File: config.mk
export PLATFORM = sky130hd
export DESIGN_NAME = sr_cmd_arbiter
export DESIGN_NICKNAME = d
export VERILOG_FILES = /design/src/rtl/sr_ctrl_pkg.sv /design/src/rtl/sr_rr_arb2.sv /design/src/rtl/sr_cmd_arbiter.sv
export SDC_FILE = /design/constraint.sdc
export NUM_CORES = 1
export LEC_CHECK = 0
export CAP_MARGIN = 20
export CORE_ASPECT_RATIO = 0.6
export CORE_MARGIN = 8
export CORE_UTILIZATION = 46
export DETAILED_ROUTE_END_ITERATION = 8
export GPL_TIMING_DRIVEN = 1
export PLACE_DENSITY = 0.93
export REMOVE_ABC_BUFFERS = 1
export SYNTH_ARGS = -nofsm -noshare
export SYNTH_HDL_FRONTEND = slang
export SYNTH_HIERARCHICAL = 1
export SYNTH_SLANG_ARGS = --single-unit
File: constraint.sdc
create_clock -name clk -period 3.82 [get_ports clk]
set_input_delay 0.764 -clock clk [delete_from_list [all_inputs] [get_ports clk]]
set_output_delay 0.764 -clock clk [all_outputs]
set_load 0.01 [all_outputs]
File: src/rtl/sr_ctrl_pkg.sv
// Shared types for the SR latch command sequencer: op codes, FSM states, requester ids.
package sr_ctrl_pkg;

    typedef enum logic [1:0] {
        OP_NOP     = 2'b00,
        OP_RESET   = 2'b01,
        OP_SET     = 2'b10,
        OP_ILLEGAL = 2'b11
    } sr_op_e;

    typedef enum logic [2:0] {
        IDLE,
        SETUP,
        PULSE,
        HOLD,
        CHECK,
        RESP
    } sr_state_e;

    localparam logic REQ_A = 1'b0;
    localparam logic REQ_B = 1'b1;

endpackage

File: src/rtl/sr_rr_arb2.sv
// Two-way round-robin arbiter; the pointer passes to the other requester after each accept.
module sr_rr_arb2
    import sr_ctrl_pkg::*;
(
    input  logic       clk,
    input  logic       rst_n,
    input  logic [1:0] valid,
    input  logic       enable,
    output logic [1:0] grant,
    output logic       grant_id,
    output logic       accept
);

    logic ptr_q;

    always_comb begin
        grant = '0;
        if (enable) begin
            case (valid)
                2'b01:   grant = 2'b01;
                2'b10:   grant = 2'b10;
                2'b11:   grant = (ptr_q == REQ_B) ? 2'b10 : 2'b01;
                default: grant = '0;
            endcase
        end
    end

    assign grant_id = grant[1];
    assign accept   = |grant;

    always_ff @(posedge clk or negedge rst_n) begin
        if (!rst_n) begin
            ptr_q <= REQ_A;
        end else if (accept) begin
            ptr_q <= ~grant_id;
        end
    end

endmodule

File: src/rtl/sr_cmd_arbiter.sv
// Sequences set/reset commands from two requesters onto an SR latch bank (setup, pulse, hold).
// Optional readback verification of q/q_bar is enabled with SR_READBACK_CHECK_EN.
module sr_cmd_arbiter
    import sr_ctrl_pkg::*;
#(
    parameter int unsigned NUM_LATCH = 4,
    parameter int unsigned IDX_W     = (NUM_LATCH > 1) ? $clog2(NUM_LATCH) : 1
) (
    input  logic                 clk,
    input  logic                 rst_n,
    input  logic [1:0]           req_valid,
    output logic [1:0]           req_ready,
    input  logic [2*IDX_W-1:0]   req_idx,
    input  logic [3:0]           req_op,
    output logic [NUM_LATCH-1:0] latch_s,
    output logic [NUM_LATCH-1:0] latch_r,
    output logic [NUM_LATCH-1:0] latch_en,
    input  logic [NUM_LATCH-1:0] q_in,
    input  logic [NUM_LATCH-1:0] q_bar_in,
    output logic                 done,
    output logic                 done_id,
    output logic                 err_illegal,
    output logic                 err_check
);

    sr_state_e state_q, state_d;
    logic [IDX_W-1:0]     idx_q, c_idx;
    sr_op_e               op_q, c_op;
    logic                 id_q, gid, accept, c_bad, rb_ok;
    logic [NUM_LATCH-1:0] c_sel, q_sel, s_d, r_d, en_d;
    logic                 done_d, done_id_d, err_ill_d, err_chk_d;

    sr_rr_arb2 u_arb (
        .clk      (clk),
        .rst_n    (rst_n),
        .valid    (req_valid),
        .enable   (state_q == IDLE),
        .grant    (req_ready),
        .grant_id (gid),
        .accept   (accept)
    );

    assign c_idx = gid ? req_idx[2*IDX_W-1:IDX_W] : req_idx[IDX_W-1:0];
    assign c_op  = sr_op_e'(gid ? req_op[3:2] : req_op[1:0]);
    assign c_bad = (c_op == OP_ILLEGAL) || (32'(c_idx) >= NUM_LATCH);

    // One-hot decode avoids selecting with an index wider than the cell range.
    always_comb begin
        c_sel = '0;
        q_sel = '0;
        for (int unsigned i = 0; i < NUM_LATCH; i++) begin
            if (c_idx == IDX_W'(i)) c_sel[i] = 1'b1;
            if (idx_q == IDX_W'(i)) q_sel[i] = 1'b1;
        end
    end

`ifdef SR_READBACK_CHECK_EN
    assign rb_ok = ((|(q_in & q_sel)) == op_q[1]) && ((|(q_bar_in & q_sel)) == ~op_q[1]);
`else
    logic unused_rb;
    assign unused_rb = ^{q_in, q_bar_in};
    assign rb_ok     = 1'b1;
`endif

    always_comb begin
        state_d   = state_q;
        s_d       = '0;
        r_d       = '0;
        en_d      = '0;
        done_d    = 1'b0;
        done_id_d = 1'b0;
        err_ill_d = 1'b0;
        err_chk_d = 1'b0;
        case (state_q)
            IDLE: begin
                if (accept) begin
                    if (c_bad) begin
                        state_d   = RESP;
                        done_d    = 1'b1;
                        done_id_d = gid;
                        err_ill_d = 1'b1;
                    end else if (c_op == OP_NOP) begin
                        state_d   = RESP;
                        done_d    = 1'b1;
                        done_id_d = gid;
                    end else begin
                        state_d = SETUP;
                        s_d     = c_sel & {NUM_LATCH{c_op[1]}};
                        r_d     = c_sel & {NUM_LATCH{c_op[0]}};
                    end
                end
            end
            SETUP: begin
                state_d = PULSE;
                s_d     = latch_s;
                r_d     = latch_r;
                en_d    = q_sel;
            end
            PULSE: begin
                state_d = HOLD;
                s_d     = latch_s;
                r_d     = latch_r;
            end
            HOLD: begin
                state_d   = CHECK;
                done_d    = 1'b1;
                done_id_d = id_q;
                // An unknown readback leaves rb_ok non-1 and falls to the mismatch branch.
                if (rb_ok) err_chk_d = 1'b0;
                else       err_chk_d = 1'b1;
            end
            CHECK:   state_d = IDLE;
            RESP:    state_d = IDLE;
            default: state_d = IDLE;
        endcase
    end

    always_ff @(posedge clk or negedge rst_n) begin
        if (!rst_n) begin
            state_q     <= IDLE;
            idx_q       <= '0;
            op_q        <= OP_NOP;
            id_q        <= REQ_A;
            latch_s     <= '0;
            latch_r     <= '0;
            latch_en    <= '0;
            done        <= 1'b0;
            done_id     <= 1'b0;
            err_illegal <= 1'b0;
            err_check   <= 1'b0;
        end else begin
            state_q     <= state_d;
            latch_s     <= s_d;
            latch_r     <= r_d;
            latch_en    <= en_d;
            done        <= done_d;
            done_id     <= done_id_d;
            err_illegal <= err_ill_d;
            err_check   <= err_chk_d;
            if (accept) begin
                idx_q <= c_idx;
                op_q  <= c_op;
                id_q  <= gid;
            end
        end
    end

endmodule

Word level (Yosys, flattened, before mapping)

Index checks and enable logic that the tools add are counted.

Add/subtract/negate cells: 0
$mul: 0
Divide/modulo/power cells: 0
Magnitude comparators: 0
Eq/ne operators: 14
Shift-type cells: 0
Multiplexer cells: 37
Bitwise operators: 3
Reduce and logical (&&, ||, !) cells: 6

Operators by type and width:

| kind                 | count |
|---|---|
| $mux W4              | 7 |
| $mux W1              | 17 |
| $pmux W4 S2          | 2 |
| $eq A2 B2 Y1 const B | 7 |
| $pmux W3 S4          | 1 |
| $mux W3              | 3 |
| $and A4 B4 Y4        | 2 |
| $mux W2              | 4 |
| $eq A2 B1 Y1 const B | 3 |
| $eq A3 B2 Y1 const B | 2 |
| $logic_not A2 Y1     | 3 |
| $pmux W2 S3          | 1 |
| $pmux W1 S2          | 2 |
| $reduce_or A2 Y1     | 2 |
| $eq A3 B1 Y1 const B | 1 |
| $logic_not A3 Y1     | 1 |
| $ne A2 B2 Y1 const B | 1 |
| $not A1 Y1           | 1 |

Register bits: 22
Latch bits: 0
RAM bits: 0
Memory bits (read-only): 0
Bits of input ports: 20
Output and inout port bits: 18
Memories: 0

Logic depth before layout (Yosys ltp)

Gate-level depths: netlist of run 1.

Word-level depth: 11
Mapped depth: 10
Gate-level depth less buffers: 9

Cells and area by module

The synthesis of run 1 kept the hierarchy.

By module, submodules not included:

| module         | times used | cells an instance | area an instance (sq um) | seq. area each (sq um) |
|---|---|---|---|---|
| sr_cmd_arbiter | 1          | 85                | 948.4                    | 525.5 |
| sr_rr_arb2     | 1          | 10                | 76.3                     | 25.0 |

Worst setup path before layout of run 1

No wires, ideal clock.

Kind: reg2reg
Start point: register state_q[2]
End point: register done_id
Arrival: 2.379 ns
Data required time: 3.743 ns
Slack: 1.364 ns
Stages on the path, launching flop included: 10
Period minus slack after synthesis: 2.456 ns
Cell sequence: dfrtp_1 -> buf_2 -> nor3_1 -> nand2_1 -> a21oi_1 -> mux2i_1 -> ha_1 -> o21ai_1 -> or4b_1 -> a21oi_1

Word-level cells in the longest chain between the ends: 8
Elaborated cells on any way between the ends: 11
Classes of those cells: 2 x eq/ne; 6 x mux; 3 x reduce/logical

RTL lines:

| what                     | line                  | RTL |
|---|---|---|
| start: declaration       | sr_cmd_arbiter.sv:26  | `sr_state_e state_q, state_d;` |
| start signal: assignment | sr_cmd_arbiter.sv:132 | `state_q <= state_d;` |
| $logic_not A3 Y1 *       | sr_cmd_arbiter.sv:37  | `.enable (state_q == IDLE),` |
| $mux W2 *                | sr_rr_arb2.sv:18      | `if (enable) begin` |
| net gid                  | sr_cmd_arbiter.sv:29  | `logic id_q, gid, accept, c_bad, rb_ok;` |
| $mux W2                  | sr_cmd_arbiter.sv:44  | `assign c_op = sr_op_e'(gid ? req_op[3:2] : req_op[1:0]);` |
| $logic_not A2 Y1         | sr_cmd_arbiter.sv:82  | `end else if (c_op == OP_NOP) begin` |
| $mux W1                  | sr_cmd_arbiter.sv:82  |  |
| $mux W1                  | sr_cmd_arbiter.sv:77  | `if (c_bad) begin` |
| $mux W1 *                | sr_cmd_arbiter.sv:76  | `if (accept) begin` |
| $pmux W1 S2 *            | sr_cmd_arbiter.sv:74  | `case (state_q)` |
| net done_id_d            | sr_cmd_arbiter.sv:31  | `logic done_d, done_id_d, err_ill_d, err_chk_d;` |
| end signal: assignment   | sr_cmd_arbiter.sv:137 | `done_id <= done_id_d;` |
| end: declaration         | sr_cmd_arbiter.sv:21  | `output logic done_id,` |

Mark *: on every way through the listed nets, which the timed path passes. The rest lies on a longest branch.
A chain may end at the register's enable or synchronous reset.

Final worst setup path of run 1

Start point: input port req_valid[1]
End point: output port req_ready[1]

Word-level cells in the longest chain between the ends: 3
Elaborated cells on any way between the ends: 5
Classes of those cells: 3 x eq/ne; 2 x mux

RTL lines:

| what                                         | line                 | RTL |
|---|---|---|
| start: declaration                           | sr_cmd_arbiter.sv:11 | `input logic [1:0] req_valid,` |
| $eq A2 B2 Y1 or $eq A2 B1 Y1 (tied branches) | sr_rr_arb2.sv:19     | `case (valid)` |
| $pmux W2 S3 *                                | sr_rr_arb2.sv:19     |  |
| $mux W2 *                                    | sr_rr_arb2.sv:18     |  |
| end: declaration                             | sr_cmd_arbiter.sv:12 | `output logic [1:0] req_ready,` |

Mark *: on every way between the ends. The rest lies on a longest branch, timed or not.

==> out/results.txt, run 1 <==
Comb pwr share: 0.394
Clock Skew: 0.00583 ns
Period minus WS final: 3.03 ns
Synthesized area per cell: 10.8 µm²
FILL cells: 180
Hold Path Depth: 1
Post-CTS Setup Bufs: 0
Worst Setup SP: req_valid[1]
Setup TNS: 0 ns
Clock-pin slew on the worst setup and hold paths: 0.07 ns
Most frequent cells in the layout: clkdlybuf4s50_1 (28), dfrtp_1 (22), nor2_1 (10), o2bb2ai_1 (8), a21oi_1 (6)
Setup crit start kind: input port
Highest metal layer with signal wires: met4
Root Driver: clkbuf_8
Cts hold-fix bufs: 0
Final hold vios: 0
Leakage: 0.000584 µW
Vias post-DR: 817
# DRC: 0
Post-DR vias/cell: 5.41
Grt ovf: 0
Routed Antenna Nets: 0
I/O Pins: 38
Commonest non-fill, non-tap cell in the layout: clkdlybuf4s50_1
Total track usage: 0.125
TritonCTS sink count: 22
Final HPWL DP: 1870 µm
Worst hold path class: reg2reg
Post-cts gate resize count: 0
Max-slew violations: 0
CTS buffer count: 3
Delay-heaviest family, CP: buffers and inverters
Status: finished, final reports clean
Sw frac: 0.380
Vias in the first global route: 843
Die area: 4040 µm²
Final nets: 145
Die Ht: 52.6 µm
Peak Freq: 0.330 GHz
Layout cells sized above 1: 0.0744
Initial Util: 0.481
Cell Pwr Density: 590 nW/µm²
IO Port Bufs: 28
Cells on worst reg2reg path: 9
Setup violators final: 0
Number of library cell types mapped by synthesis: 30
N_diodes: 0
Cell Int Power: 499 µW
Setup CP Type: in2out
GPL Wtd Cong: 0.798
Core area: 2130 µm²
CP cell instances: clkdlybuf4s50_1 > nand2_1 > a21oi_1 > buf_4 > clkdlybuf4s50_1
First-pass GRT wire length: 3970 µm
WP data arrival: 2.27 ns
Worst r2r src: state_q[1]
Routed len/inst: 16.5 µm
Worst hold slack: 0.487 ns
Wire length on met1: 974 µm
Sequential power share: 0.435
Largest net degree at the start of global routing: 23
Synthesis-stage register bit count: 22
First-pass DRT Iterations: 4
Synth warnings: 6
Final Cycle Share: 0.793
Die width: 76.9 µm
Max_cap viols: 0
Initial DRC Count: 40
Final WL: 2490 µm
Initial antenna violation count: 0
Crit. End Element: output pin
Most frequent cell on the critical path: clkdlybuf4s50_1
Latest clock arrival within the worst-skew pair: 0.26 ns
Hold_sp: idx_q[0]
Wire length on met3: 238 µm
Slowest stage delay, CP: 0.56 ns
Clk pwr share: 0.171
Clk buf depth: 2
Seq/Total Area, Yosys: 0.537
Worst-path fanout max: 14
Met2 routed WL: 1260 µm
Max IR drop VDD: 0.380 mV
Row count: 13
CTS tree: done
Critical path depth: 5
Critical path's slowest cell: clkdlybuf4s50_1
H-tree depth: 1
P_sw: 306 µW
Crit path buf inv count: 3
Worst Path Required: 3.06 ns
Synthesized area: 1020 µm²
RSZ-0062 raised after global routing: no
Area grow syn2layout: 33.3%
Synth Instances: 95
cells in the mapped netlist:
library cell	instances	area, µm²
inv_1	4	15.0
o2bb2ai_1	8	70.1
o211ai_1	1	7.51
conb_1	1	3.75
ha_1	2	25.0
and2_1	1	6.26
xnor2_1	1	8.76
o21ai_1	1	5.00
and3b_1	2	17.5
a21oi_2	1	8.76
mux2i_1	3	30.0
buf_2	5	25.0
a31oi_1	2	12.5
nor2_2	1	6.26
dfrtp_1	22	551
nand2b_1	1	6.26
nor3b_1	1	7.51
buf_4	2	15.0
mux2_2	1	11.3
nand2_1	4	15.0
nor2_1	10	37.5
a21oi_1	6	30.0
nand3_1	4	20.0
nor4b_4	1	23.8
nor3_1	5	25.0
o22a_1	1	8.76
nor4b_1	1	8.76
o21a_1	1	7.51
or4b_1	1	10.0
and3_1	1	6.26
path summary, 6_finish.rpt:
path | end | slack, ns
max | req_ready[1] | 0.79
min | latch_en[0] | 0.49
max reg2reg | done_id | 0.92
min reg2reg | latch_en[0] | 0.49
max in group asynchronous | state_q[2] | 2.79
min in group asynchronous | latch_s[1] | 0.68
cell type report:
cell class | instances | area [µm²] | share of cell area
inverter | 4 | 15.0 | 0.0110
multi-input combinational | 62 | 419 | 0.307
sequential | 22 | 551 | 0.403
timing repair buffer | 30 | 303 | 0.222
tap | 30 | 37.5 | 0.0275
clock buffer | 3 | 41.3 | 0.0302
cell families (layout without fill, tap and decap cells):
group | after synthesis | in the layout | share of synthesized area
buffers and inverters | 11 | 37 | 0.0537
AO/OA/AOI/OAI | 21 | 21 | 0.147
AND/OR/NAND/NOR | 33 | 33 | 0.186
other | 1 | 1 | 0.00366
flip-flops | 22 | 22 | 0.537
XOR/XNOR | 1 | 1 | 0.00855
multiplexers | 4 | 4 | 0.0403
adder cells (fa/ha/maj) | 2 | 2 | 0.0244
flip-flops by register name, indices dropped and copies added, names as in the netlist:
signal       cells
latch_en         4
latch_s          4
idx_q            2
u_arb/ptr_q      1
latch_r          4
err_illegal      1
done_id          1
id_q             1
done             1
state_q          3
power groups by stage:
| stage | sequential [µW] | combinational, µW | clock [µW] |
|---|---|---|---|
| after global routing | 358 | 345 | 148 |
| after CTS | 347 | 317 | 141 |
| after floorplan | 349 | 181 | 0 |
| after global placement | 346 | 293 | 0 |
| final | 351 | 317 | 138 |
| after detailed placement | 351 | 314 | 0 |
per-stage QoR:
step	total power (µW)	setup slack [ns]	cell area (µm²)	utilization	std cells
6_report	806	0.789	1370	0.641	151
5_1_grt	851	0.694	1370	0.641	151
4_1_cts	805	0.777	1350	0.634	150
3_5_place_dp	665	0.626	1310	0.615	147
3_3_place_gp	639	0.837	1310	0.615	147
2_1_floorplan	531	0.923	985	-	88
routing by layer:
layer,vias up,global-route usage
met5,-,0
met1,392,0.122
met2,36,0.234
met3,2,0.0651
li1,387,-
met4,0,0.0285
Power figures use the tool's default switching activity.
==> inputs of run 2 (changes only) <==
--- a/config.mk
+++ b/config.mk
@@ -8,10 +8,10 @@
 export CAP_MARGIN = 20
 export CORE_ASPECT_RATIO = 0.6
 export CORE_MARGIN = 8
-export CORE_UTILIZATION = 46
+export CORE_UTILIZATION = 43
 export DETAILED_ROUTE_END_ITERATION = 8
 export GPL_TIMING_DRIVEN = 1
-export PLACE_DENSITY = 0.93
+export PLACE_DENSITY = 0.88
 export REMOVE_ABC_BUFFERS = 1
 export SYNTH_ARGS = -nofsm -noshare
 export SYNTH_HDL_FRONTEND = slang
==> constraint.sdc (replaced) <==
create_clock -name clk -period 3 [get_ports clk]
set_input_delay 0.6 -clock clk [delete_from_list [all_inputs] [get_ports clk]]
set_output_delay 0.6 -clock clk [all_outputs]
set_load 0.01 [all_outputs]
==> out/results.txt, run 2 (synthesis gave the netlist of run 1 again) <==
Initial Util: 0.463 (-0.0177)
Final hold vios: 0 (unchanged)
CTS buffer count: 3 (unchanged)
Sequential power share: 0.421 (-0.014)
Worst Path Required: 2.40 ns (-0.66 ns)
Most frequent cell on the critical path: buf_4
Layout cells sized above 1: 0.0976 (+0.0232)
Crit path buf inv count: 3 (unchanged)
Vias post-DR: 830 (+1.6%)
Sw frac: 0.368 (-0.0120)
Final Cycle Share: 0.926
CTS tree: done
CP cell instances: nor3_2 > nand2_1 > a21oi_1 > buf_4 > buf_4 > clkdlybuf4s50_1
Clk buf depth: 2 (unchanged)
Crit. End Element: output pin
IO Port Bufs: 28 (unchanged)
Top flop regs: latch_en (4), latch_r (4), latch_s (4)
Setup crit start kind: flop
Clk pwr share: 0.194 (+0.023)
Max-slew violations: 0 (unchanged)
GPL Wtd Cong: 0.782 (-1.9%)
N_diodes: 0 (unchanged)
Max IR drop VDD: 0.341 mV (-10%)
Grt ovf: 0 (unchanged)
Cell Pwr Density: 762 nW/µm² (+29%)
Initial DRC Count: 38 (-5.0%)
Routed Antenna Nets: 0 (unchanged)
TritonCTS sink count: 22 (unchanged)
Die Ht: 53.8 µm (+2.4%)
First-pass DRT Iterations: 4 (unchanged)
FILL cells: 194 (+7.8%)
Sequential cell area: 551 µm² (unchanged)
Commonest non-fill, non-tap cell in the layout: clkdlybuf4s50_1
Area grow syn2layout: 35.9%
Cts hold-fix bufs: 0 (unchanged)
Worst hold path class: reg2reg
RSZ-0062 raised after global routing: no
Root Driver: clkbuf_8
Die width: 79.0 µm (+2.7%)
Initial antenna violation count: 0 (unchanged)
Setup violators final: 0 (unchanged)
# DRC: 0 (unchanged)
Total track usage: 0.126 (+0.000947)
Vias in the first global route: 854 (+1.3%)
Most frequent cells in the layout: clkdlybuf4s50_1 (28), dfrtp_1 (22), nor2_1 (10), o2bb2ai_1 (8), a21oi_1 (6)
Status: finished, final reports clean
P_sw: 391 µW (+28%)
Setup CP Type: reg2out
Routed len/inst: 16.0 µm (-3.0%)
Core area: 2210 µm² (+3.8%)
Final WL: 2450 µm (-1.7%)
Worst-path fanout max: 12 (-2)
Final nets: 146 (+0.69%)
Comb pwr share: 0.385 (-0.009)
Leakage: 0.000598 µW (+2.4%)
Dpl cells: 148 (+0.68%)
H-tree depth: 1 (unchanged)
Clock Skew: 0.00301 ns (-0.00282 ns)
Slowest stage delay, CP: 0.55 ns (about the same)
Delay-heaviest family, CP: buffers and inverters
WP data arrival: 2.18 ns (-0.09 ns)
Post-DR vias/cell: 5.42 (+0.26%)
Latest clock arrival within the worst-skew pair: 0.26 ns (about the same)
I/O Pins: 38 (unchanged)
Largest net degree at the start of global routing: 23 (unchanged)
Final HPWL DP: 1920 µm (+3.0%)
Non-Filler Instances: 153 (+1.3%)
Multi-input logic area: 424 µm² (+1.2%)
Period minus WS final: 2.78 ns
Critical path's slowest cell: clkdlybuf4s50_1
Setup TNS: 0 ns (unchanged)
Peak Freq: 0.360 GHz
First-pass GRT wire length: 4070 µm (+2.4%)
Row count: 13 (unchanged)
Clock-pin slew on the worst setup and hold paths: 0.07 ns (about the same)
Max_cap viols: 0 (unchanged)
Die area: 4250 µm² (+5.2%)
Cell Int Power: 671 µW (+34%)
## run 2: cell types whose count changed in the layout (fill, tap and decap cells not counted)
cell and change:
buf_4 +1, clkbuf_8 +1, nor3_1 -1, nor3_2 +1
## run 2: power groups by stage
stage	sequential, µW	combinational, µW	clock, µW
6_report	447	409	206
2_1_floorplan	445	231	0
3_5_place_dp	449	403	0
3_3_place_gp	442	380	0
5_1_grt	458	443	226
4_1_cts	443	405	214
## run 2: layout make-up
type / count / area share
flip-flops and latches: 22 / 0.395
inverters: 4 / 0.0108
well taps: 30 / 0.0270
repair buffers: 31 / 0.223
multi-input cells: 62 / 0.305
clock buffers: 4 / 0.0395
## run 2: final timing paths
check / to / startpoint / cells past startpoint / slack (ns)
max: req_ready[1] / state_q[2] / 6 / 0.22
min reg2reg: latch_s[2] / latch_s[2] / 1 / 0.50
min in group asynchronous: idx_q[1] / rst_n / 1 / 0.53
min: latch_s[2] / latch_s[2] / 1 / 0.50
max reg2reg: latch_s[0] / state_q[2] / 10 / 0.44
max in group asynchronous: latch_s[0] / rst_n / 2 / 2.10
## run 2: through the flow
stage	util	area (µm²)	worst slack (ns)	total power, µW	hold WS (ns)
final	0.630	1390	0.221	1060	0.496
after detailed placement	0.596	1320	0.228	852	0.477
after global routing	0.630	1390	0.119	1130	0.522
after CTS	0.620	1370	0.0830	1060	0.501
after global placement	0.596	1320	0.255	822	0.475
after floorplan	-	985	0.103	676	0.304
## run 2: per-layer routing
layer	GRT usage	routed length (µm)	vias to the layer above
li1	-	-	387
met1	0.121	934	406
met2	0.233	1240	32
met3	0.0648	237	5
met4	0.0457	37	0
met5	0	0	-
## run 2: timing repair
action,4_1_cts,5_1_grt
setup buffers,0,0
setup endpoints to repair,0,1
resized for setup,0,1
